===== config.mk =====
export PLATFORM = sky130hd
export DESIGN_NAME = adc_dac_scaler_ci_flat
export DESIGN_NICKNAME = d
export VERILOG_FILES = /design/src/rtl/adc_dac_scaler_ci_if.sv /design/src/rtl/adc_dac_scaler_ci.sv /design/src/flat_wrapper.sv
export SDC_FILE = /design/constraint.sdc
export NUM_CORES = 1
export LEC_CHECK = 0
export CAP_MARGIN = 20
export CORE_MARGIN = 2
export CORE_UTILIZATION = 35
export CTS_CLUSTER_SIZE = 25
export DETAILED_ROUTE_END_ITERATION = 8
export SKIP_CTS_REPAIR_TIMING = 1
export SLEW_MARGIN = 20
export SYNTH_ARGS = -nofsm -noshare
export SYNTH_HDL_FRONTEND = slang
export SYNTH_SLANG_ARGS = --single-unit

===== constraint.sdc =====
create_clock -name clk -period 10.45 [get_ports clk]
set_clock_uncertainty 0.15 [all_clocks]
set_input_delay 2.09 -clock clk [delete_from_list [all_inputs] [get_ports clk]]
set_output_delay 2.09 -clock clk [all_outputs]
set_load 0.01 [all_outputs]

===== src/rtl/adc_dac_scaler_ci_if.sv =====
// Custom-instruction request/response bundle for adc_dac_scaler_ci.
// The CPU side drives the request, the scaler answers with done/result.
interface adc_dac_scaler_ci_if;
    logic        start;
    logic [1:0]  n;
    logic [31:0] dataa;
    logic [31:0] datab;
    logic        done;
    logic [31:0] result;

    modport master (
        output start, n, dataa, datab,
        input  done, result
    );

    modport slave (
        input  start, n, dataa, datab,
        output done, result
    );
endinterface


===== src/rtl/adc_dac_scaler_ci.sv =====
// Per-channel gain/offset ADC-to-DAC code scaler, Nios II multicycle
// custom instruction: 3-cycle convert pipeline, 1-cycle config/status.
module adc_dac_scaler_ci #(
    parameter int ADC_W        = 12,
    parameter int DAC_W        = 8,
    parameter int GAIN_W       = 16,
    parameter int FRAC_BITS    = 16,
    parameter int NUM_CH       = 4,
    parameter int DEFAULT_GAIN = 3342
) (
    input logic                clk,
    input logic                reset,
    input logic                clk_en,
    adc_dac_scaler_ci_if.slave ci
);
    localparam int PW  = ADC_W + GAIN_W;
    localparam int RW  = PW + 1 - FRAC_BITS;
    localparam int OW  = DAC_W + 1;
    localparam int SW  = ((RW > OW) ? RW : OW) + 2;
    localparam int AW0 = (ADC_W > GAIN_W) ? ADC_W : GAIN_W;
    localparam int AW  = (AW0 > OW) ? AW0 : OW;

    localparam logic [PW:0]           HALF  = (PW + 1)'(1) << (FRAC_BITS - 1);
    localparam logic signed [SW-1:0]  DMAX  = SW'((1 << DAC_W) - 1);
    localparam logic [15:0]           NCH16 = 16'(NUM_CH);
    localparam logic [GAIN_W-1:0]     GDEF  = GAIN_W'(DEFAULT_GAIN);

    typedef enum logic [1:0] {
        OP_CONV = 2'd0,
        OP_GAIN = 2'd1,
        OP_OFF  = 2'd2,
        OP_STAT = 2'd3
    } op_e;

    logic                     r_busy;
    logic                     r_v0;
    logic                     r_v1;
    logic                     r_v2;
    logic                     r_done;
    logic                     r_clr;
    op_e                      r_op;
    logic [3:0]               r_ch;
    logic [AW-1:0]            r_a;
    logic [ADC_W-1:0]         r_adc;
    logic [GAIN_W-1:0]        r_g;
    logic signed [OW-1:0]     r_o;
    logic signed [OW-1:0]     r_o2;
    logic [RW-1:0]            r_r;
    logic [31:0]              r_result;
    logic [15:0]              r_sat;
    logic [GAIN_W-1:0]        r_gain [NUM_CH];
    logic signed [OW-1:0]     r_off  [NUM_CH];

    logic                     w_accept;
    logic                     w_ch_ok;
    logic [GAIN_W-1:0]        w_gain_rd;
    logic signed [OW-1:0]     w_off_rd;
    logic [PW-1:0]            w_p;
    logic [PW:0]              w_pr;
    logic signed [SW-1:0]     w_s;
    logic [DAC_W-1:0]         w_dac;
    logic                     w_clamp;
    logic                     w_clr;
    logic                     w_unused;

    assign w_accept = ci.start & clk_en & ~r_busy;
    assign w_ch_ok  = ({28'd0, r_ch} < 32'(NUM_CH));

    // Out-of-range channels match nothing and read back as zero.
    always_comb begin
        w_gain_rd = '0;
        w_off_rd  = '0;
        for (int i = 0; i < NUM_CH; i++) begin
            if (r_ch == 4'(i)) begin
                w_gain_rd = r_gain[i];
                w_off_rd  = r_off[i];
            end
        end
    end

    assign w_p  = {{GAIN_W{1'b0}}, r_adc} * {{ADC_W{1'b0}}, r_g};
    assign w_pr = {1'b0, w_p} + HALF;
    assign w_s  = $signed({{(SW - RW){1'b0}}, r_r})
                + $signed({{(SW - OW){r_o2[OW-1]}}, r_o2});

    always_comb begin
        w_clamp = 1'b0;
        w_dac   = w_s[DAC_W-1:0];
        if (w_s[SW-1]) begin
            w_clamp = 1'b1;
            w_dac   = '0;
        end else if (w_s > DMAX) begin
            w_clamp = 1'b1;
            w_dac   = '1;
        end
    end

    assign w_clr    = r_v0 && (r_op == OP_STAT) && w_ch_ok && r_clr;
    assign w_unused = ^{ci.dataa[31:AW], ci.datab[31:5],
                        w_pr[FRAC_BITS-1:0]};

    always_ff @(posedge clk or posedge reset) begin
        if (reset) begin
            r_busy   <= 1'b0;
            r_v0     <= 1'b0;
            r_v1     <= 1'b0;
            r_v2     <= 1'b0;
            r_done   <= 1'b0;
            r_clr    <= 1'b0;
            r_op     <= OP_CONV;
            r_ch     <= '0;
            r_a      <= '0;
            r_adc    <= '0;
            r_g      <= '0;
            r_o      <= '0;
            r_o2     <= '0;
            r_r      <= '0;
            r_result <= '0;
            r_sat    <= '0;
            for (int i = 0; i < NUM_CH; i++) begin
                r_gain[i] <= GDEF;
                r_off[i]  <= '0;
            end
        end else if (clk_en) begin
            r_done <= 1'b0;
            r_v0   <= w_accept;
            r_v1   <= r_v0 && (r_op == OP_CONV);
            r_v2   <= r_v1;

            if (w_accept) begin
                r_busy <= 1'b1;
                r_op   <= op_e'(ci.n);
                r_ch   <= ci.datab[3:0];
                r_a    <= ci.dataa[AW-1:0];
                r_clr  <= ci.datab[4];
            end

            if (r_v0) begin
                unique case (r_op)
                    OP_CONV: begin
                        r_adc <= r_a[ADC_W-1:0];
                        r_g   <= w_gain_rd;
                        r_o   <= w_off_rd;
                    end
                    OP_GAIN: begin
                        r_result <= {{(32 - GAIN_W){1'b0}}, w_gain_rd};
                        r_done   <= 1'b1;
                        r_busy   <= 1'b0;
                    end
                    OP_OFF: begin
                        r_result <= {{(32 - OW){w_off_rd[OW-1]}}, w_off_rd};
                        r_done   <= 1'b1;
                        r_busy   <= 1'b0;
                    end
                    OP_STAT: begin
                        r_result <= w_ch_ok ? {NCH16, r_sat} : '0;
                        r_done   <= 1'b1;
                        r_busy   <= 1'b0;
                    end
                endcase
            end

            for (int i = 0; i < NUM_CH; i++) begin
                if (r_v0 && r_ch == 4'(i)) begin
                    if (r_op == OP_GAIN) r_gain[i] <= r_a[GAIN_W-1:0];
                    if (r_op == OP_OFF)  r_off[i]  <= $signed(r_a[OW-1:0]);
                end
            end

            if (r_v1) begin
                r_r  <= w_pr[PW:FRAC_BITS];
                r_o2 <= r_o;
            end

            if (r_v2) begin
                r_result <= {{(32 - DAC_W){1'b0}}, w_dac};
                r_done   <= 1'b1;
                r_busy   <= 1'b0;
            end

            // A clear on the same edge as a saturating convert wins.
            if (w_clr)
                r_sat <= '0;
            else if (r_v2 && w_clamp && r_sat != 16'hFFFF)
                r_sat <= r_sat + 16'd1;
        end
    end

    assign ci.done   = r_done & clk_en;
    assign ci.result = r_result;
endmodule


===== src/flat_wrapper.sv =====
// flat-port wrapper written by rule: the top's interface ports become plain ports
module adc_dac_scaler_ci_flat 
#(
    parameter int ADC_W        = 12,
    parameter int DAC_W        = 8,
    parameter int GAIN_W       = 16,
    parameter int FRAC_BITS    = 16,
    parameter int NUM_CH       = 4,
    parameter int DEFAULT_GAIN = 3342
)
  (clk, reset, clk_en, ci_start, ci_n, ci_dataa, ci_datab, ci_done, ci_result);
  adc_dac_scaler_ci_if ci_i ();
  input logic clk;
  input logic reset;
  input logic clk_en;
  input wire logic [$bits(ci_i.start)-1:0] ci_start;
  input wire logic [$bits(ci_i.n)-1:0] ci_n;
  input wire logic [$bits(ci_i.dataa)-1:0] ci_dataa;
  input wire logic [$bits(ci_i.datab)-1:0] ci_datab;
  output wire logic [$bits(ci_i.done)-1:0] ci_done;
  output wire logic [$bits(ci_i.result)-1:0] ci_result;
  assign ci_i.start = ci_start;
  assign ci_i.n = ci_n;
  assign ci_i.dataa = ci_dataa;
  assign ci_i.datab = ci_datab;
  assign ci_done = ci_i.done;
  assign ci_result = ci_i.result;
  adc_dac_scaler_ci #(.ADC_W(ADC_W), .DAC_W(DAC_W), .GAIN_W(GAIN_W), .FRAC_BITS(FRAC_BITS), .NUM_CH(NUM_CH), .DEFAULT_GAIN(DEFAULT_GAIN)) u_core (.clk(clk), .reset(reset), .clk_en(clk_en), .ci(ci_i));
endmodule

==> results of run 1 <==
cell usage after synthesis, types with 3 or more instances:
cell type / count
dfrtp_1: 197
inv_1: 186
nand2_1: 186
mux2_2: 153
fa_1: 141
ha_1: 99
and2_1: 76
o21ai_0: 61
clkbuf_1: 57
a21oi_1: 37
nor2_1: 30
mux4_2: 25
dfstp_2: 24
a22o_1: 23
nand3_1: 18
buf_1: 15
buf_4: 14
a21o_1: 10
xor2_1: 10
a211o_1: 9
nor3_1: 9
nor4_1: 9
xnor2_1: 9
a21bo_2: 7
and3_1: 7
nand4_1: 7
o211a_1: 7
o211ai_1: 7
a211oi_1: 6
nor2b_1: 6
o22ai_1: 5
or2_2: 5
or4_1: 5
a31oi_1: 3
buf_2: 3
mux2i_1: 3
nand3b_1: 3
o21a_1: 3
state kept, by name, summed over array words and instances, names as in the netlist:
signal / count
u_core.r_off: 36
u_core.r_v2: 1
u_core.r_g: 16
u_core.r_gain: 64
u_core.r_v1: 1
u_core.r_o: 9
u_core.r_busy: 1
u_core.r_done: 1
u_core.r_o2: 9
u_core.r_a: 16
u_core.r_adc: 12
u_core.ci.result: 18
u_core.r_r: 13
u_core.r_ch: 4
u_core.r_op: 2
u_core.r_v0: 1
u_core.r_clr: 1
u_core.r_sat: 16
routing by layer:
layer / GRT usage (%) / up-vias
met5: 0 / -
met3: 2.912 / 64
met4: 4.452 / 0
met2: 26.70 / 269
li1: - / 5024
met1: 21.37 / 5600
worst paths after layout:
check                           depth (start not counted)  slack, ps                  from                    to
worst max-delay path                                   19       4150       u_core.r_adc[3]        u_core.r_r[12]
worst max register to register                         19       4150       u_core.r_adc[3]        u_core.r_r[12]
worst min-delay path                                    2        320  u_core.ci.result[18]  u_core.ci.result[18]
max in group asynchronous                               3       7040                 reset      u_core.r_adc[11]
min in group asynchronous                               2       1910                 reset      u_core.r_off[14]
worst min register to register                          2        320  u_core.ci.result[18]  u_core.ci.result[18]
critical path: stages (launching register included):
cell and delay (ps):
dfrtp_1 820, nand2_1 180, fa_1 600, fa_1 450, fa_1 560, inv_1 50
fa_1 510, fa_1 440, ha_1 310, nand4_1 100, a211oi_1 260, a2111oi_0 120
buf_4 170, o31a_1 340, o21ai_0 260, nand2_1 130, o21ai_0 290, a21oi_1 130
xor2_1 150, o21ai_0 160
kinds of logic (layout without fill, tap and decap cells):
group | Yosys count | after routing
XOR/XNOR | 19 | 19
adder cells (fa/ha/maj) | 240 | 240
AND/OR/NAND/NOR | 370 | 370
AO/OA/AOI/OAI | 194 | 194
multiplexers | 181 | 181
flip-flops | 221 | 221
buffers and inverters | 278 | 303
power groups by stage:
stage,clock network (mW),logic [mW],registers [mW]
after global routing,0.955,0.689,1.40
after floorplan,0,0.571,1.13
after detailed placement,0,0.629,1.38
after CTS,0.918,0.633,1.36
after global placement,0,0.615,1.36
final,0.897,0.625,1.36
layout make-up:
class / count / area [sq um] / share of cell area [%]
clock inverters: 12 / 162.7 / 0.8944
well taps: 607 / 759.5 / 4.176
multi-input cells: 1004 / 9615 / 52.87
flip-flops and latches: 221 / 5562 / 30.58
clock buffers: 32 / 681.9 / 3.750
repair buffers: 72 / 695.7 / 3.825
inverters: 187 / 709.4 / 3.901
==> flow_metrics.env, run 1 <==
export IMPL_outcome="complete, no violations"
export IMPL_clockPowerShare_pct=31.1
export IMPL_cp_end_kind="flip-flop"
export IMPL_min_period_over_period_pct=60.29
export IMPL_grt_pass1_wl_mm=61.24
export IMPL_min_period_ps=6300
export IMPL_report_power_total_mw=2.885
export IMPL_netlist_area_sq_um=16280
export IMPL_synth_cell_types=61
export IMPL_area_growth_pct=11.70
export IMPL_synth_xor_xnor_area_share_pct=1.022
export IMPL_layout_common_cells="dfrtp_1, inv_1, nand2_1"
export IMPL_wl_met3_mm=2.140
export IMPL_final_setup_tns_ps=0
export IMPL_dpl_worst_slack_ps=4136
export IMPL_place_congestion=0.8315
export IMPL_numPortBuffers=59
export IMPL_synth_top_family_by_area="adder cells"
export IMPL_tightest_slew_ps=1065
export IMPL_fmax_mhz=158.7
export IMPL_p_leak_nw=8.778
export IMPL_root_buffer="clkbuf_16"
export IMPL_grt_pass1_vias=11350
export IMPL_start_util_pct=35.20
export IMPL_critPathKind="reg2reg"
export IMPL_core_sq_um=46260
export IMPL_fin_nets=1820
export IMPL_dpl_hpwl_mm=27.90
export IMPL_instances_no_fill=2135
export IMPL_hold_class="reg2reg"
export IMPL_tritoncts="yes"
export IMPL_pwr_share_comb_pct=21.7
export IMPL_ant_nets=0
export IMPL_async_reset_ff_share_pct=100.0
export IMPL_drtIter0Drc=696
export IMPL_numCtsBuffers=24
export IMPL_drive_gt1_share_pct=17.93
export IMPL_rsz0062_at_grt="no"
export IMPL_wire_per_inst_um=17.68
export IMPL_crit_required_ps=10710
export IMPL_fp_dieW_um=219.7
export IMPL_relSlewSlack_pct=28.74
export IMPL_synth_warnings=0
export IMPL_yosys_area_share_simple_pct=10.86
export IMPL_p_int_mw=1.909
export IMPL_wl_met1_mm=16.55
export IMPL_cts_path_max_buffers=3
export IMPL_synth_area_top_cells="dfrtp_1, fa_1, mux2_2"
export IMPL_setup_viol=0
export IMPL_cts_sinks=221
export IMPL_final_common_cell="dfrtp_1"
export IMPL_netSwitchingPower_mw=0.9754
export IMPL_grt_start_max_net_pins=83
export IMPL_num_vias=10960
export IMPL_drcViolationCount=0
export IMPL_top_layer="met4"
export IMPL_ys_seq_elements=221
export IMPL_placed_area_sq_um=17320
export IMPL_synth_mux_area_share_pct=14.22
export IMPL_synth_compound_area_share_pct=7.961
export IMPL_syn_avg_cell_area_sq_um=10.83
export IMPL_postSynthCellCount=1503
export IMPL_cp_arrival_ps=6560
export IMPL_drt_first_pass_iters=5
export IMPL_dr_wl_met2_mm=18.10
export IMPL_worst_path_max_fanout=17
export IMPL_start_kind="flip-flop"
export IMPL_setup_ws_ps=4150
export IMPL_synth_top_area_share_pct=30.28
export IMPL_clk_latency_ps=520
export IMPL_synth_adder_area_share_pct=24.94
export IMPL_n_fill_cell=4488
export IMPL_synth_edff_count=0
export IMPL_htreeDepth=1
export IMPL_hold_ws_ps=324.1
export IMPL_finish_utilization_pct=39.31
export IMPL_path_clk_slew_ps=60
export IMPL_routed_wl_mm=37.75
export IMPL_p_per_area_nw_per_um2=158.6
export IMPL_grt_usage_pct=16.01
export IMPL_drv_slew=0
export IMPL_final_area_sq_um=18190
export IMPL_synth_net_count=1813
export IMPL_ys_seq_area_share_pct=34.15
export IMPL_synth_ff_type="dfrtp_1"
export IMPL_report_final_hold_viol_count=0
export IMPL_grt_overflow=0
export IMPL_die_area_sq_um=48260
export IMPL_antenna_found_initial=0
export IMPL_fp_dieH_um=219.7
export IMPL_vdd_drop_max_v=0.0001922
export IMPL_p_sw_share_pct=33.81
export IMPL_cap_violations=0
export IMPL_seq_power_share_pct=47.2
export IMPL_viasPerCell=5.132
export IMPL_yosys_area_top_type="dfrtp_1"
export IMPL_row_count=79
export IMPL_ioPinCount=103
export IMPL_dp_cells=2089
export IMPL_insertedDiodeCount=0
(Power assumes the default switching activity.)
==> inputs of run 2 (changes only) <==
==> constraint.sdc (replaced) <==
create_clock -name clk -period 5.6 [get_ports clk]
set_clock_uncertainty 0.15 [all_clocks]
set_input_delay 1.12 -clock clk [delete_from_list [all_inputs] [get_ports clk]]
set_output_delay 1.12 -clock clk [all_outputs]
set_load 0.01 [all_outputs]
==> flow_metrics.env, run 2 (same netlist as run 1, synthesis figures left out) <==
export IMPL_reg2reg_depth=23
export IMPL_cp_end_kind="flip-flop"
export IMPL_core_sq_um=46260
export IMPL_global_route_usage_met3_pct=1.284
export IMPL_report_final_hold_viol_count=0
export IMPL_drt_first_pass_iters=5
export IMPL_tritoncts="yes"
export IMPL_r2r_end="u_core.r_r[5]"
export IMPL_fin_nets=1899
export IMPL_drive_gt1_share_pct=25.11
export IMPL_routed_wl_mm=38.91
export IMPL_grt_pass1_wl_mm=61.67
export IMPL_fmax_mhz=180.5
export IMPL_start_util_pct=35.20
export IMPL_pwr_share_comb_pct=27.9
export IMPL_drv_slew=0
export IMPL_num_vias=11120
export IMPL_rsz0062_at_grt="yes"
export IMPL_layout_common_cells="inv_1, dfrtp_1, nand2_1"
export IMPL_ant_nets=0
export IMPL_grt_usage_pct=16.13
export IMPL_clk_latency_ps=520
export IMPL_cts_sinks=221
export IMPL_reg2reg_from="u_core.r_adc[5]"
export IMPL_p_per_area_nw_per_um2=288.7
export IMPL_path_clk_slew_ps=70
export IMPL_outcome="complete, no violations"
export IMPL_setup_viol=0
export IMPL_finish_utilization_pct=41.17
export IMPL_row_count=79
export IMPL_cts_path_max_buffers=3
export IMPL_top_usage_layer="met2"
export IMPL_r2r_slack_ps=60
export IMPL_final_area_sq_um=19040
export IMPL_cap_violations=0
export IMPL_seq_power_share_pct=44.0
export IMPL_hold_end="u_core.ci.result[18]"
export IMPL_netSwitchingPower_mw=1.860
export IMPL_wire_per_inst_um=17.59
export IMPL_grt_pass1_vias=11430
export IMPL_cp_arrival_ps=5750
export IMPL_min_period_over_period_pct=98.91
export IMPL_relSlewSlack_pct=30.30
export IMPL_numPortBuffers=59
export IMPL_use_met2_pct=27.95
export IMPL_viasPerCell=5.025
export IMPL_dpl_hpwl_mm=29.29
export IMPL_hold_class="reg2reg"
export IMPL_final_common_cell="inv_1"
export IMPL_vdd_drop_max_v=0.0004172
export IMPL_fp_dieW_um=219.7
export IMPL_largest_register_ffs=64
export IMPL_start_kind="flip-flop"
export IMPL_drcViolationCount=0
export IMPL_critPathKind="reg2reg"
export IMPL_min_from="u_core.ci.result[18]"
export IMPL_antenna_found_initial=0
export IMPL_place_congestion=0.8741
export IMPL_p_sw_share_pct=33.82
export IMPL_worst_path_max_fanout=5
export IMPL_placed_area_sq_um=17910
export IMPL_grt_overflow=0
export IMPL_htreeDepth=1
export IMPL_drtIter0Drc=649
export IMPL_crit_required_ps=5810
export IMPL_die_area_sq_um=48260
export IMPL_clockPowerShare_pct=28.0
export IMPL_ioPinCount=103
export IMPL_grt_start_max_net_pins=147
export IMPL_p_leak_nw=9.146
export IMPL_area_growth_pct=16.96
export IMPL_root_buffer="clkbuf_16"
export IMPL_min_period_ps=5539
export IMPL_whs_path_depth=2
export IMPL_fp_dieH_um=219.7
export IMPL_numCtsBuffers=22
export IMPL_met1_usage_pct=21.81
export IMPL_top_register="u_core.r_gain"
export IMPL_tightest_slew_ps=1042
export IMPL_insertedDiodeCount=0
export IMPL_p_int_mw=3.639
## run 2: power groups by stage
stage	clock network (mW)	logic [mW]	registers, mW
after floorplan	0	1.07	2.11
after global placement	0	1.44	2.43
after detailed placement	0	1.46	2.45
after CTS	1.58	1.46	2.42
after global routing	1.65	1.67	2.48
final	1.54	1.53	2.42
## run 2: worst max-delay path by stage
stage	from	endpoint	slack, ps	cells past startpoint
2_1_floorplan	u_core.r_adc[4]	u_core.r_r[2]	160	20
3_3_place_gp	u_core.r_adc[4]	u_core.r_r[11]	-310	20
3_5_place_dp	u_core.r_adc[4]	u_core.r_r[12]	-390	20
4_1_cts	u_core.r_adc[4]	u_core.r_r[11]	-430	20
5_1_grt	u_core.r_g[8]	u_core.r_r[10]	-220	22
6_report	u_core.r_adc[5]	u_core.r_r[5]	60	23
## run 2: stage by stage
| stage | worst slack [ps] | setup TNS [ps] | hold WS (ps) | cells | total power, mW |
|---|---|---|---|---|---|
| final | 60.78 | 0 | 316.7 | 2212 | 5.499 |
| after global routing | -218.6 | -1360 | 357.0 | 2212 | 5.801 |
| after CTS | -428.2 | -2853 | 324.8 | 2201 | 5.468 |
| after detailed placement | -387.9 | -2340 | 309.8 | 2161 | 3.905 |
| after global placement | -308.9 | -1270 | 310.6 | 2161 | 3.861 |
| after floorplan | 159.8 | 0 | 296.0 | 1503 | 3.178 |
## run 2: layout make-up
type,count,area [sq um]
multi-input combinational,1004,9841
sequential,221,5580
inverter,187,705.7
tap,607,759.5
fill,4443,27220
clock inverter,7,105.1
clock buffer,33,661.9
timing repair buffer,153,1390
## run 2: critical path, cell delays in order, from the launching register on
cell       delay, ps
dfrtp_2          420
buf_4            140
buf_4            110
nand2_1           60
fa_1             490
inv_1             50
ha_2             180
fa_1             540
inv_1             60
fa_1             490
fa_1             540
inv_1             40
ha_1             180
a21o_1           180
a21o_1           180
a2111oi_4        340
buf_4            190
o31a_1           260
a21oi_2           70
a21oi_2          160
nor2b_1           60
nor2_1           130
xor2_1           270
o21ai_1          100
## run 2: per-layer routing
layer	routed length, um	share of wire, %
met5	0	0
met4	997	2.6
met3	1297	3.3
met2	18790	48
met1	17830	46
==> inputs of run 3 (changes only) <==
--- a/config.mk
+++ b/config.mk
@@ -10,6 +10,7 @@
 export CORE_UTILIZATION = 35
 export CTS_CLUSTER_SIZE = 25
 export DETAILED_ROUTE_END_ITERATION = 8
+export SETUP_SLACK_MARGIN = 0.2
 export SKIP_CTS_REPAIR_TIMING = 1
 export SLEW_MARGIN = 20
 export SYNTH_ARGS = -nofsm -noshare
==> flow_metrics.env, run 3 (same netlist as run 1, synthesis figures left out) <==
export IMPL_outcome="complete, no violations"
export IMPL_tritoncts="yes"
export IMPL_drt_first_pass_iters=5
export IMPL_numPortBuffers=59
export IMPL_cp_end_kind="flip-flop"
export IMPL_htreeDepth=1
export IMPL_setup_ws_ps=73.70
export IMPL_r2r_slack_ps=70
export IMPL_grt_start_max_net_pins=76
export IMPL_cts_path_max_buffers=3
export IMPL_top_register="u_core.r_gain"
export IMPL_num_vias=11100
export IMPL_grt_overflow=0
export IMPL_viasPerCell=5.002
export IMPL_insertedDiodeCount=0
export IMPL_die_area_sq_um=48260
export IMPL_fin_nets=1905
export IMPL_grt_usage_pct=16.29
export IMPL_fp_dieW_um=219.7
export IMPL_drv_slew=0
export IMPL_largest_register_ffs=64
export IMPL_core_sq_um=46260
export IMPL_critPathKind="reg2reg"
export IMPL_drive_gt1_share_pct=25.42
export IMPL_critical_path_most_common_cell="fa_1"
export IMPL_layout_common_cells="inv_1, dfrtp_1, nand2_1"
export IMPL_grt_pass1_vias=11610
export IMPL_hold_class="reg2reg"
export IMPL_final_area_sq_um=19080
export IMPL_start_kind="flip-flop"
export IMPL_crit_required_ps=5810
export IMPL_place_congestion=0.8813
export IMPL_drtIter0Drc=584
export IMPL_tightest_slew_ps=1020
export IMPL_root_buffer="clkbuf_16"
export IMPL_numCtsBuffers=24
export IMPL_min_period_over_period_pct=98.68
export IMPL_row_count=79
export IMPL_clk_latency_ps=530
export IMPL_routed_wl_mm=38.65
export IMPL_p_per_area_nw_per_um2=293.3
export IMPL_drcViolationCount=0
export IMPL_cap_violations=0
export IMPL_vdd_drop_max_v=0.0003955
export IMPL_fmax_mhz=181.0
export IMPL_area_growth_pct=17.17
export IMPL_ant_nets=0
export IMPL_slowest_stage="fa_1"
export IMPL_relSlewSlack_pct=31.72
export IMPL_cp_arrival_ps=5740
export IMPL_dpl_hpwl_mm=29.68
export IMPL_report_final_hold_viol_count=0
export IMPL_final_setup_tns_ps=0
export IMPL_worst_path_max_fanout=7
export IMPL_path_clk_slew_ps=60
export IMPL_dpl_worst_slack_ps=-316.3
export IMPL_crit_chain="and2_4 -> fa_1 -> ha_1 -> inv_1 -> fa_1 -> inv_1 -> fa_1 -> fa_1 -> ha_1 -> a21o_1 -> a21o_1 -> a2111oi_4 -> buf_4 -> o21ai_0 -> a21o_1 -> a21oi_2 -> inv_1 -> a21oi_2 -> xor2_2 -> o21ai_0"
export IMPL_cts_sinks=221
export IMPL_fp_dieH_um=219.7
export IMPL_report_power_total_mw=5.595
export IMPL_crit_path_max_incr_delay_ps=500
export IMPL_ioPinCount=103
export IMPL_min_period_ps=5526
export IMPL_antenna_found_initial=0
export IMPL_p_leak_nw=9.198
export IMPL_setup_viol=0
export IMPL_wire_per_inst_um=17.41
export IMPL_start_util_pct=35.20
export IMPL_placed_area_sq_um=17880
export IMPL_grt_pass1_wl_mm=62.09
export IMPL_rsz0062_at_grt="yes"
[run 3: cell types whose count changed in the layout (fill, tap and decap cells not counted), sizes merged]
cell,previous run,this run
buf,93,98
inv,185,186
clkinv,4,6
[run 3: path summary, 6_finish.rpt]
path,from,end,cells past startpoint
min in group asynchronous,reset,u_core.r_gain[21],2
hold reg to reg,u_core.ci.result[18],u_core.ci.result[18],2
setup reg to reg,u_core.r_g[6],u_core.r_r[2],20
hold / removal,u_core.ci.result[18],u_core.ci.result[18],2
setup / recovery,u_core.r_g[6],u_core.r_r[2],20
max in group asynchronous,reset,u_core.r_adc[10],3
[run 3: through the flow]
stage	instances	util (%)	hold WS, ps
2_1_floorplan	1503	-	296.0
3_3_place_gp	2161	38.65	311.6
3_5_place_dp	2161	38.65	314.3
4_1_cts	2205	40.42	328.5
5_1_grt	2220	41.24	358.6
6_report	2220	41.24	319.1
[run 3: cell type report]
type,instances,area [sq um]
clock inverters,10,120.1
fillers,4473,27180
multi-input cells,1004,9798
inverters,187,705.7
flip-flops and latches,221,5579
repair buffers,157,1416
clock buffers,34,698.2
well taps,607,759.5
[run 3: report_power, final]
part	switching, mW	total, mW	leakage, nW	internal (mW)
sequential	0.488	2.42	2.86	1.93
combinational	0.753	1.56	5.93	0.803
clock	0.655	1.62	0.399	0.965
total	1.90	5.59	9.20	3.70
[run 3: critical path: cells and delay by family, from the launching register on]
| kind | cells | cell delay (ps) |
|---|---|---|
| DFF | 1 | 490 |
| and+or+nand+nor | 1 | 190 |
| xor gates and xnor gates | 1 | 220 |
| adders and majority gates | 6 | 2490 |
| buffers and inverters | 4 | 360 |
| AOI/OAI and AO/OA | 8 | 1440 |
[run 3: layer usage]
layer  vias up  routed length [um]  part of all wire, %  track usage (%)
met3        57                1448                  3.7            1.670
met1      5665               17620                   46            22.26
met2       198               18590                   48            27.62
met5         -                   0                    0                0
met4         0                 989                  2.6            4.385
li1       5184                   -                    -                -
